### config.mk
export PLATFORM = sky130hd
export DESIGN_NAME = pipe_skid_chain
export DESIGN_NICKNAME = d
export VERILOG_FILES = /design/src/rtl/pipe_skid_chain.sv
export SDC_FILE = /design/constraint.sdc
export NUM_CORES = 1
export LEC_CHECK = 0
export BUFFER_PORTS_ARGS = -buffer_cell sky130_fd_sc_hd__buf_2
export CORE_ASPECT_RATIO = 1.1
export CORE_MARGIN = 3
export CORE_UTILIZATION = 54
export DETAILED_ROUTE_END_ITERATION = 8
export PLACE_DENSITY = 0.8
export SLEW_MARGIN = 10
export SYNTH_ARGS = -nofsm -noshare
export SYNTH_HDL_FRONTEND = slang
export SYNTH_SLANG_ARGS = --single-unit
### constraint.sdc
create_clock -name clk -period 2.5 [get_ports clk]
set_input_delay 0.125 -clock clk [delete_from_list [all_inputs] [get_ports clk]]
set_output_delay 0.125 -clock clk [all_outputs]
set_load 0.01 [all_outputs]
### src/rtl/pipe_skid_chain.sv
`default_nettype none
// ============================================================================
// Module   : pipe_skid_chain
// Elastic DEPTH-stage valid/ready pipeline built from 2-entry skid buffers,
// with synchronous flush and a registered occupancy count.
// Revision : 1.0
// ============================================================================
module pipe_skid_chain #(
    parameter  int WIDTH      = 32,
    parameter  int DEPTH      = 1,
    parameter  bit CLEAR_DATA = 1'b1,
    localparam int CW         = $clog2(2*DEPTH+1)
) (
    input  logic             clk,
    input  logic             reset,
    input  logic             flush,
    input  logic             in_valid,
    output logic             in_ready,
    input  logic [WIDTH-1:0] in_data,
    output logic             out_valid,
    input  logic             out_ready,
    output logic [WIDTH-1:0] out_data,
    output logic [CW-1:0]    count
);

    logic             w_up_valid [DEPTH];
    logic [WIDTH-1:0] w_up_data  [DEPTH];
    logic             w_dn_ready [DEPTH];
    logic             w_m_valid  [DEPTH];
    logic [WIDTH-1:0] w_m_data   [DEPTH];
    logic             w_s_valid  [DEPTH];

    logic             w_in_fire;
    logic             w_out_fire;
    logic [CW-1:0]    r_count;

    // in_ready looks only at stage-0 skid state and flush, never at out_ready.
    assign in_ready   = ~w_s_valid[0] & ~flush;
    assign out_valid  = w_m_valid[DEPTH-1] & ~flush;
    assign out_data   = w_m_data[DEPTH-1];
    assign count      = r_count;

    assign w_in_fire  = in_valid & in_ready;
    assign w_out_fire = out_valid & out_ready;

    generate
        for (genvar k = 0; k < DEPTH; k++) begin : g_stage
            logic             r_m_valid;
            logic             r_s_valid;
            logic [WIDTH-1:0] r_m_data;
            logic [WIDTH-1:0] r_s_data;
            logic             w_take;
            logic             w_give;

            if (k == 0) begin : g_head
                assign w_up_valid[k] = in_valid;
                assign w_up_data[k]  = in_data;
            end else begin : g_link
                assign w_up_valid[k] = w_m_valid[k-1];
                assign w_up_data[k]  = w_m_data[k-1];
            end

            if (k == DEPTH-1) begin : g_tail
                assign w_dn_ready[k] = out_ready;
            end else begin : g_body
                assign w_dn_ready[k] = ~w_s_valid[k+1];
            end

            assign w_take       = w_up_valid[k] & ~r_s_valid;
            assign w_give       = r_m_valid & w_dn_ready[k];
            assign w_m_valid[k] = r_m_valid;
            assign w_m_data[k]  = r_m_data;
            assign w_s_valid[k] = r_s_valid;

            always_ff @(posedge clk) begin
                if (reset) begin
                    r_m_valid <= 1'b0;
                    r_s_valid <= 1'b0;
                    r_m_data  <= '0;
                    r_s_data  <= '0;
                end else if (flush) begin
                    r_m_valid <= 1'b0;
                    r_s_valid <= 1'b0;
                    if (CLEAR_DATA) begin
                        r_m_data <= '0;
                        r_s_data <= '0;
                    end
                end else if (w_give) begin
                    // Skid entry is older than anything arriving, so it moves up first.
                    if (r_s_valid) begin
                        r_m_data  <= r_s_data;
                        r_s_valid <= 1'b0;
                    end else if (w_take) begin
                        r_m_data  <= w_up_data[k];
                    end else begin
                        r_m_valid <= 1'b0;
                    end
                end else if (w_take) begin
                    if (r_m_valid) begin
                        r_s_data  <= w_up_data[k];
                        r_s_valid <= 1'b1;
                    end else begin
                        r_m_data  <= w_up_data[k];
                        r_m_valid <= 1'b1;
                    end
                end
            end
        end
    endgenerate

    always_ff @(posedge clk) begin
        if (reset || flush) begin
            r_count <= '0;
        end else if (w_in_fire && !w_out_fire) begin
            r_count <= r_count + CW'(1);
        end else if (!w_in_fire && w_out_fire) begin
            r_count <= r_count - CW'(1);
        end
    end

endmodule
`default_nettype wire

[Word-level counts from Yosys, hierarchy flattened]
Index checks and enable logic that the tools add are counted.
Operators by class
  add/sub/neg operators: 2
  eq/ne operators: 3
  muxes and demuxes: 11
  bitwise logic cells: 9
  reductions and logical operators: 14
Operators by type and width (count)
  2-to-1 mux 32 bit: 5
  AND reduction 3 bit: 3
  bitwise AND 1 bit: 6
  nonzero test 2 bit: 3
  2-to-1 mux 1 bit: 4
  2-to-1 mux 2 bit: 2
  != test 2 bit (second input constant): 2
  inverter 1 bit: 3
  OR reduction 3 bit: 1
  adder 2 x 1 -> 2 bit (second input constant): 1
  logical AND 1 bit: 2
  zero test 1 bit: 2
  != test 2 x 1 -> 1 bit (second input constant): 1
  AND reduction 2 bit: 1
  OR reduction 2 bit: 1
  subtractor 2 x 1 -> 2 bit (second input constant): 1
  logical OR 1 bit: 1
Word-level totals
  register bits: 68
  input port bits: 37
  output and inout port bits: 36
  word-level logic and storage cells: 44

[Logic depth before layout (Yosys ltp)]
Gate-level depths: netlist (run 1).
  word-level depth: 7
  mapped depth: 8
  depth with buffers taken out: 6

[Worst setup path before layout (run 1)]
No wires, ideal clock.
  path kind: register to register
  start point: reg g_stage[0].r_m_valid
  end point: reg g_stage[0].r_m_data[0], in the netlist out_data[0]
  library setup time: 0.078 ns
  arrival: 2.155 ns
  required time: 2.422 ns
  path slack: 0.267 ns
  stages on the path, launching flop included: 9
  path buffers: 4
  clock period less this slack: 2.233 ns
  cells stage by stage: dfxtp_1 -> clkbuf_1 -> clkbuf_1 -> nand2_1 -> ha_1 -> or4_4 -> buf_6 -> buf_6 -> a32oi_1
On the way
  cells in the longest elaborated chain, start to end: 3
  elaborated cells on any way between the ends: 5
  those cells by class: eq/ne (1); mux (1); bitwise (1); reduce/logical (2)
Ends and longest elaborated chain
  start, declared: RTL line 48  | logic r_m_valid;
  start signal, assigned: RTL line 77  | r_m_valid <= 1'b0;
  start signal, assigned: RTL line 82  | r_m_valid <= 1'b0;
  start signal, assigned: RTL line 96  | r_m_valid <= 1'b0;
  bitwise AND 1 bit: RTL line 70  | assign w_give = r_m_valid & w_dn_ready[k];
  != test 2 x 1 -> 1 bit (no line) or nonzero test 2 bit (tied branches)
  AND reduction 3 bit (no line)
  end signal, assigned: RTL line 91  | r_m_data <= r_s_data;
  end signal, assigned: RTL line 94  | r_m_data <= w_up_data[k];
  end signal, assigned: RTL line 103  | r_m_data <= w_up_data[k];
  end, declared: RTL line 50  | logic [WIDTH-1:0] r_m_data;
Several ways; a longest one is shown, not always the timed one.
A chain may end at the register's enable or synchronous reset.

[Worst setup path in the final report (run 1)]
  start point: reg g_stage[0].r_s_valid
  end point: reg g_stage[0].r_m_data[19], in the netlist out_data[19]
On the way
  cells in the longest elaborated chain, start to end: 4
  elaborated cells on any way between the ends: 7
  those cells by class: mux (2); bitwise (2); reduce/logical (3)
Ends and longest elaborated chain
  start, declared: RTL line 49  | logic r_s_valid;
  start signal, assigned: RTL line 78  | r_s_valid <= 1'b0;
  start signal, assigned: RTL line 83  | r_s_valid <= 1'b0;
  start signal, assigned: RTL line 92  | r_s_valid <= 1'b0;
  inverter 1 bit: RTL line 69  | assign w_take = w_up_valid[k] & ~r_s_valid;
  bitwise AND 1 bit: RTL line 69
  nonzero test 2 bit (no line)
  AND reduction 3 bit (no line)
Several ways; a longest one is shown, not always the timed one.

==> results of run 1 <==
[report_power, final]
group          total (W)  internal, W  switching (W)
logic           0.000281     0.000114       0.000167
clock network    0.00114     0.000716       0.000421
registers        0.00112      0.00111      0.0000146
[how the worst max path moves through the flow]
stage                               from      endpoint  slack, ps  cells after the start
floorplan           g_stage[0].r_m_valid   out_data[0]        270                      8
global placement    g_stage[0].r_s_valid   out_data[6]        560                      4
detailed placement  g_stage[0].r_s_valid  out_data[19]        470                      4
CTS                 g_stage[0].r_s_valid  out_data[22]        450                      4
global route        g_stage[0].r_s_valid  out_data[22]        280                      4
finish              g_stage[0].r_s_valid  out_data[19]        400                      4
[metal layers]
| metal | up-vias | routed length [um] | track usage, % |
|---|---|---|---|
| li1 | 1594 | - | - |
| met1 | 1498 | 3670 | 31.1 |
| met2 | 143 | 4290 | 46.2 |
| met3 | 15 | 640 | 5.45 |
| met4 | 0 | 179 | 12.3 |
| met5 | - | 0 | 0 |
[kinds of logic after synthesis]
family / after synthesis / share of synthesized area (%)
AOI/OAI and AO/OA: 108 / 21.9
adders and majority gates: 2 / 0.758
buffers and inverters: 66 / 8.68
xor gates and xnor gates: 2 / 0.531
and+or+nand+nor: 191 / 26.8
DFF: 68 / 41.3
[sequential cells by signal (all words and copies together), names as in the netlist]
signal and cells:
count 2, out_data 32, g_stage.r_s_data 32, g_stage.r_m_valid 1, g_stage.r_s_valid 1
[critical path: stages, from the launching register on]
cell,delay [ps]
sky130_fd_sc_hd__dfxtp_1,650
sky130_fd_sc_hd__buf_4,300
sky130_fd_sc_hd__nor2_1,140
sky130_fd_sc_hd__or4_4,640
sky130_fd_sc_hd__a32oi_1,270
[cell usage after synthesis (all sizes together)]
cell / instances / share of area [%]
nand2: 117 / 13
dfxtp: 68 / 41
a21oi: 42 / 6.4
clkbuf: 35 / 4.0
nor2b: 26 / 4.9
a21o: 25 / 5.7
a32oi: 25 / 6.6
inv: 25 / 2.8
nor3: 25 / 3.8
o21ai: 9 / 1.4
and4: 7 / 1.9
nor2: 7 / 0.80
o311ai: 7 / 1.9
buf: 6 / 1.9
ha: 2 / 0.76
or2: 2 / 0.38
xor2: 2 / 0.53
and2b: 1 / 0.23
and3: 1 / 0.19
nand2b: 1 / 0.19
nand4bb: 1 / 0.34
nor4bb: 1 / 0.30
or3: 1 / 0.19
or4: 1 / 0.34
[through the flow]
step                      hold slack (ps)  worst slack (ps)  instance area [sq um]  util (%)
after detailed placement              392               468                   3690      63.2
after global routing                 30.3               278                   3940      67.5
after floorplan                       257               267                   3300         -
final                                29.9               402                   3940      67.5
after CTS                            23.0               446                   3940      67.5
after global placement                385               561                   3690      63.2
[final cells by class]
class	instances	area [sq um]	share of cell area (%)
Clock buffer	12	155	3.93
Tap cell	77	96.3	2.44
Sequential cell	68	1360	34.5
Clock inverter	4	95.1	2.41
Inverter	25	93.8	2.38
Timing Repair Buffer	85	470	11.9
Multi-Input combinational cell	303	1670	42.4
==> flow_results.xml, run 1 <==
<?xml version="1.0" encoding="UTF-8"?>
<metrics>
  <group name="clock_network">
    <metric name="cts_buffer_depth" unit="">2</metric>
    <metric name="cts.reportedPaths.clkPinSlew" unit="ps">80</metric>
    <metric name="cts-hold-fix-buffers" unit="">0</metric>
    <metric name="worst_skew_pair.late_latency" unit="ps">350</metric>
    <metric name="clock-sinks" unit="">68</metric>
    <metric name="cts-buffers-inserted" unit="">9</metric>
    <metric name="clock_tree_from_tritoncts" unit="">yes</metric>
    <metric name="ctsRootBufferMaster" unit="">sky130_fd_sc_hd__clkbuf_8</metric>
    <metric name="postCtsSetupRepairBufs" unit="">0</metric>
    <metric name="ctsHtreeMaxLevel" unit="">3</metric>
    <metric name="cts_resized" unit="">0</metric>
  </group>
  <group name="timing">
    <metric name="peak_clock_frequency_supported_by_timing" unit="MHz">477</metric>
    <metric name="finalHoldViolations" unit="">0</metric>
    <metric name="rsz_0062_raised_after_global_routing" unit="">no</metric>
    <metric name="final.setup_skew" unit="ps">7.25</metric>
    <metric name="period_minus_slack" unit="ps">2100</metric>
    <metric name="finalMaxSlewViolations" unit="">0</metric>
    <metric name="final.period_utilization" unit="%">83.9</metric>
    <metric name="finalSetupTns" unit="ps">0</metric>
    <metric name="max-slew-margin-rel" unit="%">54.5</metric>
    <metric name="worst-slew-pin-transition" unit="ps">681</metric>
    <metric name="final-setup-viol-count" unit="">0</metric>
  </group>
  <group name="routing">
    <metric name="detail_route.vias_per_cell" unit="">5.66</metric>
    <metric name="detail_route.drc_violations" unit="">0</metric>
    <metric name="final_antenna_net_count" unit="">0</metric>
    <metric name="detailedRoute.firstIterationViolations" unit="">231</metric>
    <metric name="dr.pass1.iters" unit="">5</metric>
    <metric name="wirelength" unit="um">8780</metric>
    <metric name="route.detailed.wl_per_inst" unit="um">15.3</metric>
    <metric name="vias" unit="">3250</metric>
  </group>
  <group name="cells_and_area">
    <metric name="layout_common_cells" unit="">117 x sky130_fd_sc_hd__nand2_1, 72 x sky130_fd_sc_hd__buf_2, 68 x sky130_fd_sc_hd__dfxtp_1</metric>
    <metric name="final_net_count" unit="">531</metric>
    <metric name="drive_gt1_share" unit="%">21.1</metric>
    <metric name="final-instance-count-excl-fill" unit="">574</metric>
    <metric name="n_fill_cell" unit="">511</metric>
    <metric name="final_common_cell" unit="">sky130_fd_sc_hd__nand2_1</metric>
    <metric name="area_growth" unit="%">19.5</metric>
    <metric name="diodes" unit="">0</metric>
  </group>
  <group name="synth">
    <metric name="syn_avg_cell_area" unit="sq um">7.55</metric>
    <metric name="yosysUniqueCellTypes" unit="">27</metric>
    <metric name="seq_total_area_yosys" unit="%">41.3</metric>
    <metric name="post_synth_inst_count" unit="">437</metric>
    <metric name="netlist_area" unit="sq um">3300</metric>
    <metric name="synth_fp_nets" unit="">476</metric>
    <metric name="number_of_flip_flops_and_latches_in_the_synthesized_netlist" unit="">68</metric>
    <metric name="yosys_warnings" unit="">0</metric>
  </group>
  <group name="critical_path">
    <metric name="worstPathMaxFanout" unit="">32</metric>
    <metric name="worstRegToRegCells" unit="">4</metric>
    <metric name="critical_path_class" unit="">reg -&gt; reg</metric>
    <metric name="critical_path_sink_type" unit="">flop</metric>
    <metric name="worst-r2r-setup-slack" unit="ps">400</metric>
    <metric name="kind_of_start_point_of_the_critical_path" unit="">flop</metric>
    <metric name="timing.rr.start" unit="">g_stage[0].r_s_valid</metric>
    <metric name="rr_endpoint" unit="">out_data[19]</metric>
    <metric name="cp.arrival" unit="ps">2360</metric>
    <metric name="required" unit="ps">2760</metric>
  </group>
  <group name="hold_path">
    <metric name="hp_start" unit="">in_data[24]</metric>
    <metric name="hold_depth" unit="">3</metric>
    <metric name="worstHoldPathType" unit="">in -&gt; reg</metric>
    <metric name="worstHoldEndpoint" unit="">g_stage[0].r_s_data[24]</metric>
  </group>
  <group name="placed_design">
    <metric name="total_of_buffers_placed_on_input_and_output_ports" unit="">72</metric>
    <metric name="numPlacedInstances" unit="">558</metric>
    <metric name="post-dp-hpwl" unit="um">5620</metric>
    <metric name="routabilityCongestion" unit="">0.836</metric>
  </group>
  <group name="global_routing">
    <metric name="antenna_found_initial" unit="">0</metric>
    <metric name="grt_start_max_net_pins" unit="">35</metric>
    <metric name="grt_pass1_vias" unit="">3232</metric>
    <metric name="overflow" unit="">0</metric>
    <metric name="grt_util_all_layers" unit="%">26.5</metric>
    <metric name="wire_length_of_the_first_global_routing_pass" unit="um">14700</metric>
  </group>
  <group name="power_and_ir_drop">
    <metric name="powerDensity" unit="nW/um^2">645</metric>
    <metric name="design_power_total" unit="W">0.00254</metric>
    <metric name="leakagePower" unit="nW">1.80</metric>
    <metric name="ir_drop" unit="V">0.000554</metric>
  </group>
  <group name="floorplan">
    <metric name="initial_utilization" unit="%">56.5</metric>
    <metric name="fp-row-count" unit="">29</metric>
    <metric name="die_y" unit="um">88.0</metric>
    <metric name="boundaryPins" unit="">73</metric>
    <metric name="die_x_extent" unit="um">80.5</metric>
    <metric name="floorplan.die_area" unit="sq um">7090</metric>
    <metric name="coreArea" unit="sq um">5840</metric>
  </group>
  <group name="run">
    <metric name="drv.max_cap_violation_count" unit="">0</metric>
  </group>
  <group name="outcome">
    <metric name="run_status" unit="">complete, no violations</metric>
  </group>
</metrics>
Power figures use the tool's default switching activity.
==> run 2: changes to the inputs <==
Settings changed: ABC_AREA set to 1, CORE_UTILIZATION 54 to 48, PLACE_DENSITY 0.8 to 0.75.
Clock period 2.5 ns to 1.7 ns, I/O delays scaled along.
==> run 2 against run 1 <==
Die area up 8.5%. Setup slack worse by 250 ps. Synthesized cell count up 18%. Critical endpoint is now out_data[18]. Critical path depth up 5. Largest cell class unchanged.
==> flow_results.xml, run 2 <==
<?xml version="1.0" encoding="UTF-8"?>
<metrics>
  <group name="critical_path">
    <metric name="worstPathMaxFanout" unit="">26</metric>
    <metric name="critical_path_class" unit="">reg -&gt; reg</metric>
    <metric name="worstRegToRegCells" unit="">9</metric>
    <metric name="worst-path-buf-inv" unit="">2</metric>
    <metric name="rr_endpoint" unit="">out_data[18]</metric>
    <metric name="path_cells" unit="">inv_1, nand2_1, ha_1, nor2_4, nand2_1, buf_12, nand2_1, nand2_1, nor2_1</metric>
    <metric name="critical_path_sink_type" unit="">flop</metric>
    <metric name="timing.critical_path.max_delay_family" unit="">simple AND/OR/NAND/NOR gates</metric>
    <metric name="timing.critical_path.slowest_stage_cell" unit="">sky130_fd_sc_hd__dfxtp_1</metric>
    <metric name="timing.rr.start" unit="">g_stage[0].r_s_valid</metric>
    <metric name="worst-r2r-setup-slack" unit="ps">150</metric>
    <metric name="cp.arrival" unit="ps">1830</metric>
    <metric name="required" unit="ps">1980</metric>
    <metric name="kind_of_start_point_of_the_critical_path" unit="">flop</metric>
    <metric name="worst_path_most_repeated_cell" unit="">sky130_fd_sc_hd__nand2_1</metric>
    <metric name="path_length_in_cells_of_the_critical_path" unit="">9</metric>
    <metric name="slowest_delay" unit="ps">340</metric>
  </group>
  <group name="power_and_ir_drop">
    <metric name="p_switching" unit="W">0.000865</metric>
    <metric name="sw_frac_of_total" unit="%">24.8</metric>
    <metric name="ir_drop" unit="V">0.000484</metric>
    <metric name="powerDensity" unit="nW/um^2">856</metric>
    <metric name="pwr-share-clk" unit="%">40.8</metric>
    <metric name="comb_power_share" unit="%">11.9</metric>
    <metric name="seq_power_share" unit="%">47.4</metric>
    <metric name="internal-power" unit="W">0.00263</metric>
    <metric name="leakagePower" unit="nW">2.04</metric>
  </group>
  <group name="floorplan">
    <metric name="floorplan.die_area" unit="sq um">7690</metric>
    <metric name="coreArea" unit="sq um">6310</metric>
    <metric name="die_x_extent" unit="um">83.9</metric>
    <metric name="die_y" unit="um">91.7</metric>
    <metric name="fp-row-count" unit="">30</metric>
    <metric name="boundaryPins" unit="">73</metric>
    <metric name="initial_utilization" unit="%">50.8</metric>
  </group>
  <group name="routing">
    <metric name="detailedRoute.firstIterationViolations" unit="">171</metric>
    <metric name="detail_route.drc_violations" unit="">0</metric>
    <metric name="route.detailed.wl_per_inst" unit="um">11.2</metric>
    <metric name="dr.pass1.iters" unit="">4</metric>
    <metric name="wirelength" unit="um">7650</metric>
    <metric name="vias" unit="">3202</metric>
    <metric name="detail_route.vias_per_cell" unit="">4.67</metric>
    <metric name="final_antenna_net_count" unit="">0</metric>
  </group>
  <group name="global_routing">
    <metric name="wire_length_of_the_first_global_routing_pass" unit="um">13200</metric>
    <metric name="grt_start_max_net_pins" unit="">65</metric>
    <metric name="overflow" unit="">0</metric>
    <metric name="antenna_found_initial" unit="">0</metric>
    <metric name="grt_pass1_vias" unit="">3007</metric>
    <metric name="grt_util_all_layers" unit="%">20.7</metric>
  </group>
  <group name="synth">
    <metric name="seq_total_area_yosys" unit="%">42.5</metric>
    <metric name="synth_fp_nets" unit="">554</metric>
    <metric name="yosysTopAreaCell" unit="">sky130_fd_sc_hd__dfxtp_1</metric>
    <metric name="ys.flop_type" unit="">sky130_fd_sc_hd__dfxtp_1</metric>
    <metric name="ys_top_cells_by_count" unit="">167 x sky130_fd_sc_hd__nor2_1, 105 x sky130_fd_sc_hd__nand2_1, 70 x sky130_fd_sc_hd__inv_1</metric>
    <metric name="syn_avg_cell_area" unit="sq um">6.22</metric>
    <metric name="post_synth_inst_count" unit="">515</metric>
    <metric name="yosys_warnings" unit="">0</metric>
    <metric name="yosysUniqueCellTypes" unit="">18</metric>
    <metric name="number_of_flip_flops_and_latches_in_the_synthesized_netlist" unit="">68</metric>
    <metric name="most_frequent_cell_after_synthesis" unit="">sky130_fd_sc_hd__nor2_1</metric>
    <metric name="synth-edff-count" unit="">0</metric>
    <metric name="synth_async_sr_flop_share" unit="%">0</metric>
    <metric name="yosys-top-cells-area" unit="">sky130_fd_sc_hd__dfxtp_1 43%, sky130_fd_sc_hd__nor2_1 20%, sky130_fd_sc_hd__nand2_1 12%, sky130_fd_sc_hd__inv_1 8.2%, sky130_fd_sc_hd__nand3_1 5.0%</metric>
    <metric name="netlist.area_leader.share" unit="%">42.5</metric>
    <metric name="netlist_area" unit="sq um">3200</metric>
  </group>
  <group name="timing">
    <metric name="finalHoldViolations" unit="">0</metric>
    <metric name="finalHoldWorstSlack" unit="ps">2.99</metric>
    <metric name="worst-slew-pin-transition" unit="ps">603</metric>
    <metric name="peak_clock_frequency_supported_by_timing" unit="MHz">646</metric>
    <metric name="period_minus_slack" unit="ps">1550</metric>
    <metric name="rsz_0062_raised_after_global_routing" unit="">no</metric>
    <metric name="finalMaxSlewViolations" unit="">0</metric>
    <metric name="final-setup-viol-count" unit="">0</metric>
    <metric name="final.setup_skew" unit="ps">6.21</metric>
    <metric name="final.period_utilization" unit="%">91.1</metric>
    <metric name="finalSetupTns" unit="ps">0</metric>
    <metric name="max-slew-margin-rel" unit="%">59.7</metric>
  </group>
  <group name="placed_design">
    <metric name="post-dp-hpwl" unit="um">4770</metric>
    <metric name="total_of_buffers_placed_on_input_and_output_ports" unit="">72</metric>
    <metric name="numPlacedInstances" unit="">649</metric>
    <metric name="postPlaceCellArea" unit="sq um">3650</metric>
    <metric name="routabilityCongestion" unit="">0.776</metric>
  </group>
  <group name="cells_and_area">
    <metric name="final_net_count" unit="">641</metric>
    <metric name="area_growth" unit="%">27.4</metric>
    <metric name="multi_input_comb_area" unit="sq um">1450</metric>
    <metric name="final_common_cell" unit="">sky130_fd_sc_hd__nor2_1</metric>
    <metric name="drive_gt1_share" unit="%">16.8</metric>
    <metric name="diodes" unit="">0</metric>
    <metric name="regArea" unit="sq um">1360</metric>
    <metric name="layout_common_cells" unit="">166 x sky130_fd_sc_hd__nor2_1, 105 x sky130_fd_sc_hd__nand2_1, 72 x sky130_fd_sc_hd__buf_2</metric>
    <metric name="n_fill_cell" unit="">586</metric>
    <metric name="postLayoutCellArea" unit="sq um">4080</metric>
    <metric name="final-instance-count-excl-fill" unit="">686</metric>
  </group>
  <group name="hold_path">
    <metric name="hold_depth" unit="">3</metric>
    <metric name="worstHoldEndpoint" unit="">g_stage[0].r_s_data[28]</metric>
    <metric name="worstHoldPathType" unit="">in -&gt; reg</metric>
    <metric name="hp_start" unit="">in_data[28]</metric>
  </group>
  <group name="outcome">
    <metric name="run_status" unit="">complete, no violations</metric>
  </group>
  <group name="clock_network">
    <metric name="cts_buffer_depth" unit="">2</metric>
    <metric name="ctsRootBufferMaster" unit="">sky130_fd_sc_hd__clkbuf_8</metric>
    <metric name="ctsHtreeMaxLevel" unit="">3</metric>
    <metric name="cts-buffers-inserted" unit="">9</metric>
    <metric name="clock_tree_from_tritoncts" unit="">yes</metric>
    <metric name="postCtsSetupRepairBufs" unit="">0</metric>
    <metric name="clock-sinks" unit="">68</metric>
    <metric name="cts.reportedPaths.clkPinSlew" unit="ps">70</metric>
    <metric name="worst_skew_pair.late_latency" unit="ps">340</metric>
  </group>
  <group name="run">
    <metric name="drv.max_cap_violation_count" unit="">0</metric>
  </group>
</metrics>
## run 2: changes by cell type in the layout (fill, tap and decap cells not counted), moves of 12 or more
| cell | change |
|---|---|
| sky130_fd_sc_hd__a21o_1 | -25 |
| sky130_fd_sc_hd__a21oi_1 | -41 |
| sky130_fd_sc_hd__a32oi_1 | -25 |
| sky130_fd_sc_hd__dlygate4sd3_1 | +22 |
| sky130_fd_sc_hd__inv_1 | +45 |
| sky130_fd_sc_hd__nand2_1 | -12 |
| sky130_fd_sc_hd__nand3_1 | +32 |
| sky130_fd_sc_hd__nor2_1 | +160 |
| sky130_fd_sc_hd__nor2b_1 | -25 |
| sky130_fd_sc_hd__nor3_1 | -25 |
| sky130_fd_sc_hd__o21ai_0 | +17 |
## run 2: cell type report
| cell class | instances | area share (%) |
|---|---|---|
| tap | 80 | 2.45 |
| sequential | 68 | 33.4 |
| clock inverter | 5 | 1.90 |
| clock buffer | 10 | 3.13 |
| inverter | 71 | 6.53 |
| timing repair buffer | 104 | 17.1 |
| multi-input combinational | 348 | 35.6 |
## run 2: power by group through the flow
stage	sequential [W]	clock (W)	combinational (W)
after floorplan	0.00171	0	0.000210
after global placement	0.00169	0	0.000368
after detailed placement	0.00169	0	0.000374
after CTS	0.00166	0.00145	0.000414
after global routing	0.00166	0.00152	0.000466
final	0.00166	0.00143	0.000414
## run 2: what timing repair did
| action | CTS | global route |
|---|---|---|
| hold endpoints to repair | 22 | 0 |
| hold buffers | 22 | 0 |
| setup endpoints to repair | 0 | 2 |
| gates resized for setup | 0 | 1 |
## run 2: tightest hold or removal path: cells and delay by family
kind | cells | cell delay [ps]
AND/OR/NAND/NOR | 2 | 120
buffers and inverters | 1 | 100
## run 2: worst max path at each step
stage	start	end
after detailed placement	g_stage[0].r_s_valid	out_data[18]
final	g_stage[0].r_s_valid	out_data[18]
after floorplan	g_stage[0].r_m_valid	count[1]
after CTS	g_stage[0].r_s_valid	out_data[21]
after global routing	g_stage[0].r_s_valid	out_data[18]
after global placement	g_stage[0].r_m_valid	out_data[13]
## run 2: through the flow
stage                     setup WS [ps]  utilization [%]  power [W]
after floorplan                     258                -    0.00192
after global routing               10.3             64.7    0.00365
after detailed placement            171             57.9    0.00207
after global placement              235             57.9    0.00206
after CTS                           151             64.7    0.00352
final                               151             64.7    0.00349
## run 2: cell families after synthesis
group                    count (synthesis)  share of synthesized area [%]
AND/OR/NAND/NOR                        309                           38.3
buffers and inverters                   99                           12.4
flip-flops                              68                           42.5
AO/OA/AOI/OAI                           37                           5.98
adder cells (fa/ha/maj)                  2                          0.781
## run 2: routing by layer
metal | wire [um] | vias up | part of all wire (%) | track usage (%)
met5 | 0 | - | 0 | 0
met3 | 293 | 13 | 3.8 | 3.23
met4 | 150 | 0 | 2.0 | 9.25
li1 | - | 1705 | - | -
met1 | 3540 | 1416 | 46 | 25.5
met2 | 3670 | 68 | 48 | 35.7
